==> src/rtl/fifo_pack.sv <==
// fifo_pack: half-word-in, full-word-out FIFO.
//
// Two consecutive accepted half-word writes are packed (upper half first)
// into one DATA_WIDTH word and committed to a DEPTH-entry circular store.
// Reads pop whole words; r_data shows the head word combinationally.
//
// Ports:
//   clk           rising-edge clock
//   reset         synchronous, active-high reset
//   wr            write request for one half-word
//   w_data        half-word to write (DATA_WIDTH/2 bits)
//   rd            read request, pops one full word
//   r_data        head word (valid while empty=0)
//   empty         no committed word present
//   full          DEPTH committed words present
//   half_pending  an upper half is staged, awaiting its lower half
//   count         committed words, 0..DEPTH
module fifo_pack #(
  parameter int DATA_WIDTH = 8,
  parameter int ADDR_WIDTH = 4
) (
  input  logic                    clk,
  input  logic                    reset,
  input  logic                    wr,
  input  logic [DATA_WIDTH/2-1:0] w_data,
  input  logic                    rd,
  output logic [DATA_WIDTH-1:0]   r_data,
  output logic                    empty,
  output logic                    full,
  output logic                    half_pending,
  output logic [ADDR_WIDTH:0]     count
);

  localparam int HALF  = DATA_WIDTH / 2;
  localparam int DEPTH = 2 ** ADDR_WIDTH;
  localparam logic [ADDR_WIDTH:0] FULL_COUNT = {1'b1, {ADDR_WIDTH{1'b0}}};

  logic [DATA_WIDTH-1:0] mem [DEPTH];
  logic [HALF-1:0]       staging;
  logic [ADDR_WIDTH-1:0] rd_ptr;
  logic [ADDR_WIDTH-1:0] wr_ptr;

  logic                  rd_ok;
  logic                  stage_ok;
  logic                  commit_ok;
  logic [ADDR_WIDTH:0]   count_next;

  // A commit into a full store is allowed only when a pop frees a slot
  // on the same edge.
  always_comb begin
    rd_ok      = rd && !empty;
    stage_ok   = wr && !half_pending;
    commit_ok  = wr && half_pending && (!full || rd_ok);
    count_next = count;
    if (commit_ok && !rd_ok)
      count_next = count + 1'b1;
    else if (rd_ok && !commit_ok)
      count_next = count - 1'b1;
  end

  always_ff @(posedge clk) begin
    if (reset) begin
      rd_ptr       <= '0;
      wr_ptr       <= '0;
      count        <= '0;
      empty        <= 1'b1;
      full         <= 1'b0;
      half_pending <= 1'b0;
      staging      <= '0;
    end else begin
      if (stage_ok) begin
        staging      <= w_data;
        half_pending <= 1'b1;
      end
      if (commit_ok) begin
        wr_ptr       <= wr_ptr + 1'b1;
        half_pending <= 1'b0;
      end
      if (rd_ok)
        rd_ptr <= rd_ptr + 1'b1;
      count <= count_next;
      // Flags are registered from the next count so they track it exactly.
      empty <= (count_next == '0);
      full  <= (count_next == FULL_COUNT);
    end
  end

  // Storage is deliberately not reset; writes are blocked while in reset.
  always_ff @(posedge clk) begin
    if (!reset && commit_ok)
      mem[wr_ptr] <= {staging, w_data};
  end

  assign r_data = mem[rd_ptr];

endmodule

==> config.mk <==
export PLATFORM = sky130hd
export DESIGN_NAME = fifo_pack
export DESIGN_NICKNAME = d
export VERILOG_FILES = /design/src/rtl/fifo_pack.sv
export SDC_FILE = /design/constraint.sdc
export NUM_CORES = 1
export LEC_CHECK = 0
export ABC_CLOCK_PERIOD_IN_PS = 5220
export CAP_MARGIN = 30
export CORE_MARGIN = 2
export CORE_UTILIZATION = 67
export CTS_BUF_LIST = sky130_fd_sc_hd__clkbuf_8
export DETAILED_ROUTE_END_ITERATION = 8
export PLACE_DENSITY = 0.94
export SETUP_SLACK_MARGIN = 0.05
export SYNTH_ARGS = -nofsm -noshare
export SYNTH_HDL_FRONTEND = slang
export SYNTH_SLANG_ARGS = --single-unit
==> constraint.sdc <==
create_clock -name clk -period 5.22 [get_ports clk]
set_clock_uncertainty 0.1 [all_clocks]
set_input_delay 0.522 -clock clk [delete_from_list [all_inputs] [get_ports clk]]
set_output_delay 0.522 -clock clk [all_outputs]
set_load 0.01 [all_outputs]
==> results.json, run 1 <==
{
  "layout-drive-gt1-share_pct": 14.4,
  "die_h_um": 98.9,
  "die-area_um2": 9780,
  "wl_mm": 11.7,
  "post_cts_buffers": 0,
  "hold_class": "reg -> reg",
  "ys_seq_elements": 152,
  "syn_inst": 308,
  "layout_min_cycle_time_ns": 3.51,
  "cts.sinks": 152,
  "gp_congestion": 0.836,
  "reg2reg_from": "half_pending$_SDFFE_PP0P_",
  "dpl.cell_count": 428,
  "cts_buffers": 17,
  "grt.busiest_layer": "met2",
  "fillCellCount": 427,
  "timing.final.ws_setup_ns": 1.71,
  "worstSetupPathType": "reg -> out",
  "die_width_um": 98.9,
  "grt_max_degree": 25,
  "vias_per_cell": 6.58,
  "clk_path_buf_depth": 2,
  "gr-total-overflow": 0,
  "place_area_um2": 6360,
  "status": "finished clean",
  "avgSynthCellArea_um2": 19.6,
  "grt_pass1_vias": 3077,
  "final_cell_area_um2": 6770,
  "io_pins": 24,
  "ir_drop_mv": 0.263,
  "rr_endpoint": "mem[2][1]$_DFFE_PP_",
  "antennaDiodeCount": 0,
  "synth_xor_area_share_pct": 1.31,
  "via_count": 3039,
  "worstPathArrival_ns": 2.89,
  "hpwlAfterDp_mm": 7.32,
  "met3_usage_pct": 7.09,
  "first_pass_iters": 5,
  "rsz0062_at_grt": "false",
  "grtUsageMet1_pct": 32.4,
  "hold_buffers": 0,
  "core-area_um2": 8720,
  "antenna_left": 0,
  "crit_required_ns": 4.60,
  "r2r_setup_slack_ns": 2.46,
  "worstHoldPathCells": 2,
  "power_mw": 2.63,
  "synth_mux_area_share_pct": 17.4,
  "seq_area_frac_synth_pct": 71.7,
  "synthAdderAreaFrac_pct": 1.45,
  "grt_pass1_wl_mm": 17.7,
  "utilization_pct": 77.6,
  "hold_slack_ns": 0.423,
  "yosys.area_share.simple_pct": 5.14,
  "max_stage_delay_ns": 0.60,
  "cp_max_fo": 21,
  "power.leakage_nw": 2.23,
  "drv_cap": 0,
  "areaGrowthSynthToFinish_pct": 12.1,
  "reg2reg_depth": 4,
  "port_buffers": 23,
  "cp-end-kind": "primary output",
  "tns_ns": 0,
  "seqCellArea_um2": 4330,
  "cts_resized": 0,
  "finalCritPeriodShare_pct": 67.3,
  "multiInputGateArea_um2": 1600,
  "max_freq_mhz": 285,
  "cts_tree": "built",
  "final_max_slew_viol_count": 0,
  "drc": 0,
  "grt_util_all_layers_pct": 25.7,
  "drtIter0Drc": 292,
  "cp_slowest_cell": "mux4_1",
  "slew_headroom_pct": 28.6,
  "synth_nets": 323,
  "finalHoldViolations": 0,
  "clock_latency_ns": 0.44,
  "yosys_warnings": 0,
  "htreeDepth": 4,
  "synth_top_family_by_area": "multiplexers",
  "worst_slew_pin_slew_ns": 1.07,
  "cp_cell_sequence": "buf_12 -> mux4_1 -> mux4_2 -> clkdlybuf4s50_1",
  "path_clk_slew_ns": 0.08,
  "cts-root-buf": "clkbuf_8",
  "holdCritStartpoint": "rd_ptr[1]$_SDFFE_PP0P_",
  "synth_compound_area_share_pct": 1.12,
  "setup_viol": 0,
  "dp_slack_ns": 1.79,
  "power_density_nw_per_um2": 389,
  "rows": 34,
  "global_route.usage.met2_pct": 42.4,
  "yosysUniqueCellTypes": 35,
  "syn-cell-area_um2": 6030,
  "cp-start-kind": "register",
  "initial_utilization_pct": 69.2,
  "nets": 356,
  "antenna_found_initial": 0,
  "routedWlPerCell_um": 25.4,
  "final_cells": 462
}
registers in the layout (all words and copies together), names as in the netlist, named ones only:
name          flops
mem             128
wr_ptr            4
staging           4
empty             1
rd_ptr            4
full              1
count             5
half_pending      1
critical path, delay by kind of cell (launching register included):
| family | cells | cell delay [ns] |
|---|---|---|
| flops | 1 | 0.59 |
| mux | 2 | 1.10 |
| buf+inv | 2 | 0.75 |
worst max-delay path by stage:
stage                                      end  cells past startpoint
final                                r_data[6]                      4
after floorplan                      r_data[0]                      4
after global routing                 r_data[0]                      4
after CTS                            r_data[0]                      4
after detailed placement  mem[15][3]$_DFFE_PP_                      5
after global placement               r_data[4]                      4
Yosys cell counts (all sizes together):
| library cell | instances | area (um^2) |
|---|---|---|
| nand3b | 1 | 7.51 |
| o2bb2ai | 1 | 8.76 |
| or2 | 1 | 6.26 |
| and3 | 4 | 25.0 |
| a32oi | 1 | 8.76 |
| nor2 | 33 | 124 |
| nand2b | 1 | 6.26 |
| a21oi | 5 | 25.0 |
| nand2 | 10 | 37.5 |
| mux2i | 6 | 60.1 |
| buf | 9 | 81.3 |
| xnor2 | 3 | 26.3 |
| and4 | 2 | 17.5 |
| nor3 | 6 | 30.0 |
| or3 | 1 | 6.26 |
| o21a | 1 | 7.51 |
| a22oi | 1 | 7.51 |
| nor3b | 1 | 7.51 |
| nor4b | 1 | 8.76 |
| a41o | 1 | 10.0 |
| nand4 | 2 | 12.5 |
| inv | 4 | 15.0 |
| edfxtp | 128 | 3840 |
| nand4b | 1 | 8.76 |
| xor2 | 6 | 52.6 |
| nor2b | 2 | 12.5 |
| mux4 | 40 | 991 |
| clkbuf | 5 | 18.8 |
| ha | 7 | 87.6 |
| dfxtp | 24 | 480 |
logic make-up after synthesis:
logic type / after synthesis
mux: 46
buf+inv: 18
flops: 152
compound gates: 10
fa+ha+maj: 7
simple gates: 66
xor+xnor: 9
where the power goes:
part	internal [mW]	switching (mW)
registers	1.34	0.0518
clock network	0.469	0.408
logic	0.208	0.155
layout by cell type (no fill, tap or decap), types with 3 or more instances in the layout:
cell,count
nor2_1,33
mux4_2,16
a21oi_1,5
nor3_1,6
inv_1,7
clkbuf_8,21
clkdlybuf4s50_1,23
mux4_1,24
edfxtp_1,128
xor2_1,6
clkinv_2,3
dfxtp_1,23
ha_1,7
and3_1,4
buf_4,3
mux2i_1,6
xnor2_1,3
nand2_1,10
routing by layer:
| layer | vias to the layer above | routed length (um) | part of all wire [%] |
|---|---|---|---|
| li1 | 1317 | - | - |
| met1 | 1535 | 4460 | 38 |
| met2 | 163 | 6060 | 52 |
| met3 | 24 | 887 | 7.6 |
| met4 | 0 | 325 | 2.8 |
| met5 | - | 0 | 0 |
cell type report:
type,count,share of cell area (%)
clock buffer,21,4.27
clock inverter,11,1.57
inverter,4,0.222
multi-input combinational,138,23.6
sequential,152,63.9
tap,108,2.00
timing repair buffer,28,4.44
Power figures use the tool's default switching activity.
==> run 2, diff against run 1 <==
Settings changed: ABC_CLOCK_PERIOD_IN_PS 5220 to 2900, CORE_UTILIZATION 67 to 57, PLACE_DENSITY 0.94 to 0.85.
Clock period 5.22 ns to 2.9 ns, I/O delays scaled along.
==> run 2 against run 1 <==
Core utilization is 11 points lower. Register-to-register slack worse by 1.4 ns. Sequential share of layout area fell by 0.70 points. Worst setup slack lost 1.6 ns.
==> results.json, run 2 (synthesized netlist as in run 1, its figures left out) <==
{
  "path_clk_slew_ns": 0.08,
  "drv_cap": 0,
  "hold_end": "half_pending$_SDFFE_PP0P_",
  "max_stage_delay_ns": 0.61,
  "final_max_slew_viol_count": 0,
  "largest_reg_flops": 128,
  "hold_buffers": 0,
  "final_cell_area_um2": 6850,
  "crit_required_ns": 2.51,
  "cts_buffers": 17,
  "dp_slack_ns": 0.263,
  "hpwlAfterDp_mm": 7.49,
  "place_area_um2": 6480,
  "largestRegisters": "mem x128, count x5",
  "crit_cells": 4,
  "p_switching_mw": 1.12,
  "rsz0062_at_grt": "false",
  "seqPwrFrac_pct": 54.4,
  "routedWlPerCell_um": 23.2,
  "cts.sinks": 152,
  "worstPathArrival_ns": 2.40,
  "gp_congestion": 0.756,
  "rr_endpoint": "mem[9][1]$_DFFE_PP_",
  "layout_common_cells": "edfxtp_1 (128), nor2_1 (33), dfxtp_1 (23)",
  "reg2reg_from": "half_pending$_SDFFE_PP0P_",
  "r2r_setup_slack_ns": 1.06,
  "worstHoldPathCells": 3,
  "finalCritPeriodShare_pct": 96.3,
  "initial_utilization_pct": 58.5,
  "tns_ns": 0,
  "swShare_pct": 24.4,
  "die_h_um": 107,
  "cp_slowest_cell": "mux4_1",
  "via_count": 3021,
  "fillCellCount": 652,
  "dpl.cell_count": 469,
  "core-area_um2": 10300,
  "antenna_found_initial": 0,
  "power_density_nw_per_um2": 669,
  "largest_register": "mem",
  "cp.buffers_inverters": 2,
  "port_buffers": 23,
  "antenna_left": 0,
  "die-area_um2": 11400,
  "htreeDepth": 4,
  "layout-drive-gt1-share_pct": 18.5,
  "layout_min_cycle_time_ns": 2.79,
  "grt_max_degree": 33,
  "utilization_pct": 66.3,
  "worst_slew_pin_slew_ns": 0.675,
  "wl_mm": 11.7,
  "max_freq_mhz": 358,
  "setup_viol": 0,
  "cts-root-buf": "clkbuf_8",
  "power.leakage_nw": 2.26,
  "final_common_cell": "edfxtp_1",
  "gr-total-overflow": 0,
  "cts_tree": "built",
  "drtIter0Drc": 306,
  "holdCritStartpoint": "wr",
  "rows": 37,
  "areaGrowthSynthToFinish_pct": 13.4,
  "hold_class": "in -> reg",
  "status": "finished clean",
  "io_pins": 24,
  "cp_cell_sequence": "buf_4 -> mux4_1 -> mux4_2 -> dlygate4sd2_1",
  "slew_headroom_pct": 54.9,
  "final_cells": 503,
  "hold_slack_ns": 0.408,
  "drc": 0,
  "power_mw": 4.58,
  "cp-end-kind": "primary output",
  "power_frac_comb_pct": 15.2,
  "grt_pass1_wl_mm": 17.7,
  "nets": 369,
  "cpLargestDelayFamily": "multiplexers",
  "finalHoldViolations": 0,
  "cp_max_fo": 4,
  "worstSetupPathType": "reg -> out",
  "p_int_mw": 3.46,
  "clk_path_buf_depth": 2,
  "first_pass_iters": 5,
  "grt_util_all_layers_pct": 22.3,
  "grt_pass1_vias": 3135,
  "vias_per_cell": 6.01,
  "power_frac_clock_pct": 30.4,
  "clock_latency_ns": 0.44,
  "die_width_um": 107,
  "ir_drop_mv": 0.407,
  "reg2reg_depth": 4,
  "timing.final.ws_setup_ns": 0.106,
  "cp-start-kind": "register",
  "antennaDiodeCount": 0
}
## run 2: power by group through the flow
stage | clock network [mW] | registers (mW) | logic, mW
after floorplan | 0 | 2.53 | 0.472
after detailed placement | 0 | 2.54 | 0.671
after global routing | 1.51 | 2.50 | 0.749
final | 1.39 | 2.50 | 0.696
after global placement | 0 | 2.53 | 0.652
after CTS | 1.43 | 2.49 | 0.696
## run 2: how the worst max path moves through the flow
stage | start | end
after global routing | register | r_data[6]
after global placement | register | r_data[5]
final | register | r_data[6]
after detailed placement | register | r_data[3]
after CTS | register | r_data[6]
after floorplan | half_pending$_SDFFE_PP0P_ | mem[0][0]$_DFFE_PP_
## run 2: final cells by class
class                   count  area (um^2)  area share (%)
clock buffers              17          234            3.42
clock inverters            15          114            1.66
inverters                   4         15.0           0.219
multi-input cells         138         1580            23.1
flip-flops and latches    152         4330            63.2
well taps                 136          170            2.49
repair buffers             41          400            5.85
## run 2: repair_timing
| action | CTS | global route |
|---|---|---|
| cloned | 1 | 0 |
| resized for setup | 11 | 2 |
| endpoints found under the setup margin | 8 | 1 |
| pin swaps | 0 | 0 |
| setup buffers | 1 | 0 |
## run 2: routing by layer
| metal | GRT usage, % | part of all wire, % | routed length, um | up-vias |
|---|---|---|---|---|
| met5 | 0 | 0 | 0 | - |
| met4 | 10.6 | 2.7 | 311 | 0 |
| met3 | 5.71 | 7.3 | 855 | 28 |
| met2 | 37.2 | 52 | 6080 | 141 |
| met1 | 27.4 | 38 | 4420 | 1517 |
| li1 | - | - | - | 1335 |
## run 2: worst register-to-register path: stages, from the launching register on
cell	delay [ns]
dfxtp_1	0.41
nand2_1	0.14
a21oi_1	0.14
buf_4	0.19
and3_1	0.50
==> run 3, diff against run 2 <==
Settings changed: CORE_UTILIZATION 57 to 59, DONT_BUFFER_PORTS set to 1.
==> run 3 against run 2 <==
Hold slack worse by 0.36 ns. Via count down 2.9%. Routed wire length down 1.6%. Largest power group unchanged. Sequential share of layout area up 1.5 points. Largest cell class unchanged. Global-route usage up 0.67 points. Flip-flop and latch count unchanged. First-iteration DRC count down 17%. Total power up 1.6%. Design area down 2.3%. Critical path depth down 1. Maximum frequency up 7.5%.
==> results.json, run 3 (synthesized netlist as in run 1, its figures left out) <==
{
  "status": "finished clean",
  "max_freq_mhz": 385,
  "die-area_um2": 11100,
  "cp-end-kind": "primary output",
  "power.leakage_nw": 2.19,
  "setup_viol": 0,
  "antenna_left": 0,
  "final_max_slew_viol_count": 0,
  "gr-total-overflow": 0,
  "largest_reg_flops": 128,
  "slew_headroom_pct": 45.0,
  "utilization_pct": 67.8,
  "tns_ns": 0,
  "grt_util_all_layers_pct": 22.9,
  "power_density_nw_per_um2": 696,
  "cp_max_fo": 32,
  "cts-root-buf": "clkbuf_8",
  "via_count": 2933,
  "rows": 36,
  "grt_pass1_vias": 3128,
  "hpwlAfterDp_mm": 7.17,
  "io_pins": 24,
  "port_buffers": 0,
  "largestRegisters": "mem x128, count x5",
  "cts_resized": 0,
  "grt_max_degree": 33,
  "finalCritPeriodShare_pct": 89.6,
  "path_clk_slew_ns": 0.08,
  "worstSetupPathType": "reg -> out",
  "initial_utilization_pct": 61.2,
  "clock_latency_ns": 0.44,
  "areaGrowthSynthToFinish_pct": 10.8,
  "antennaDiodeCount": 0,
  "core-area_um2": 9860,
  "final_common_cell": "edfxtp_1",
  "cts.sinks": 152,
  "worst_slew_pin_slew_ns": 0.821,
  "cp-start-kind": "register",
  "htreeDepth": 4,
  "first_pass_iters": 5,
  "layout_common_cells": "edfxtp_1 (128), nor2_1 (33), mux4_1 (24)",
  "drc": 0,
  "antenna_found_initial": 0,
  "die_h_um": 105,
  "wl_mm": 11.5,
  "layout_min_cycle_time_ns": 2.60,
  "grt_pass1_wl_mm": 17.9,
  "worstPathArrival_ns": 2.21,
  "cts_buffers": 17,
  "cts_tree": "built",
  "gp_congestion": 0.791,
  "finalHoldViolations": 0,
  "ir_drop_mv": 0.512,
  "vias_per_cell": 6.11,
  "crit_required_ns": 2.51,
  "largest_register": "mem",
  "die_width_um": 105,
  "drtIter0Drc": 254,
  "rsz0062_at_grt": "false",
  "layout-drive-gt1-share_pct": 18.2,
  "nets": 349,
  "hold_class": "in -> reg",
  "routedWlPerCell_um": 23.9,
  "clk_path_buf_depth": 2,
  "drv_cap": 0
}
## run 3: cell types whose count changed in the layout (fill, tap and decap cells not counted), sizes merged
cell,previous run,this run
dlygate4sd3,0,6
clkinv,8,2
bufinv,1,2
inv,5,12
buf,18,15
dlygate4sd2,8,0
clkdlybuf4s50,15,0
clkinvlp,5,3
## run 3: cell type report
| cell class | instances | area (um^2) |
|---|---|---|
| Timing Repair Buffer | 21 | 185 |
| Fill cell | 599 | 3180 |
| Clock buffer | 17 | 234 |
| Multi-Input combinational cell | 138 | 1600 |
| Clock inverter | 15 | 164 |
| Tap cell | 133 | 166 |
| Inverter | 4 | 15.0 |
| Sequential cell | 152 | 4330 |
## run 3: critical path, cell delays in order (launching register included)
cell     delay (ns)
dfxtp_2        0.34
buf_12         0.24
mux4_1         0.63
mux4_2         0.54
## run 3: repair_timing
action / CTS / global route
setup buffers: 0 / 0
hold endpoints to repair: 88 / 0
hold buffers: 6 / 0
## run 3: path summary, 6_finish.rpt
| kind | depth (start not counted) | slack [ns] | end | startpoint |
|---|---|---|---|---|
| worst max-delay path | 3 | 0.30 | r_data[6] | register |
| worst min-delay path | 3 | 0.04 | register | rd |
| worst max register to register | 5 | 0.72 | mem[15][5]$_DFFE_PP_ | half_pending$_SDFFE_PP0P_ |
| worst min register to register | 2 | 0.41 | register | rd_ptr[1]$_SDFFE_PP0P_ |
## run 3: through the flow
| stage | hold slack (ns) | instances | total power [mW] | cell area, um^2 | setup WS, ns |
|---|---|---|---|---|---|
| 4_1_cts | 0.0221 | 480 | 4.68 | 6690 | 0.263 |
| 2_1_floorplan | 0.277 | 308 | 3.00 | 6030 | 0.865 |
| 3_5_place_dp | 0.261 | 442 | 3.08 | 6230 | 0.742 |
| 6_report | 0.0437 | 480 | 4.65 | 6690 | 0.301 |
| 5_1_grt | 0.0613 | 480 | 4.82 | 6690 | 0.226 |
| 3_3_place_gp | 0.264 | 442 | 3.06 | 6230 | 0.775 |
## run 3: report_power, final
part | internal [mW] | switching, mW | total, mW | leakage (nW)
Combinational | 0.284 | 0.267 | 0.552 | 0.637
Sequential | 2.42 | 0.0846 | 2.50 | 1.36
Clock | 0.782 | 0.819 | 1.60 | 0.198
## run 3: metal layers
layer	vias to the layer above	track usage [%]	share of wire [%]
met3	10	8.17	8.0
met1	1507	28.3	39
met4	0	8.38	1.2
li1	1300	-	-
met5	-	0	0
met2	116	37.7	52
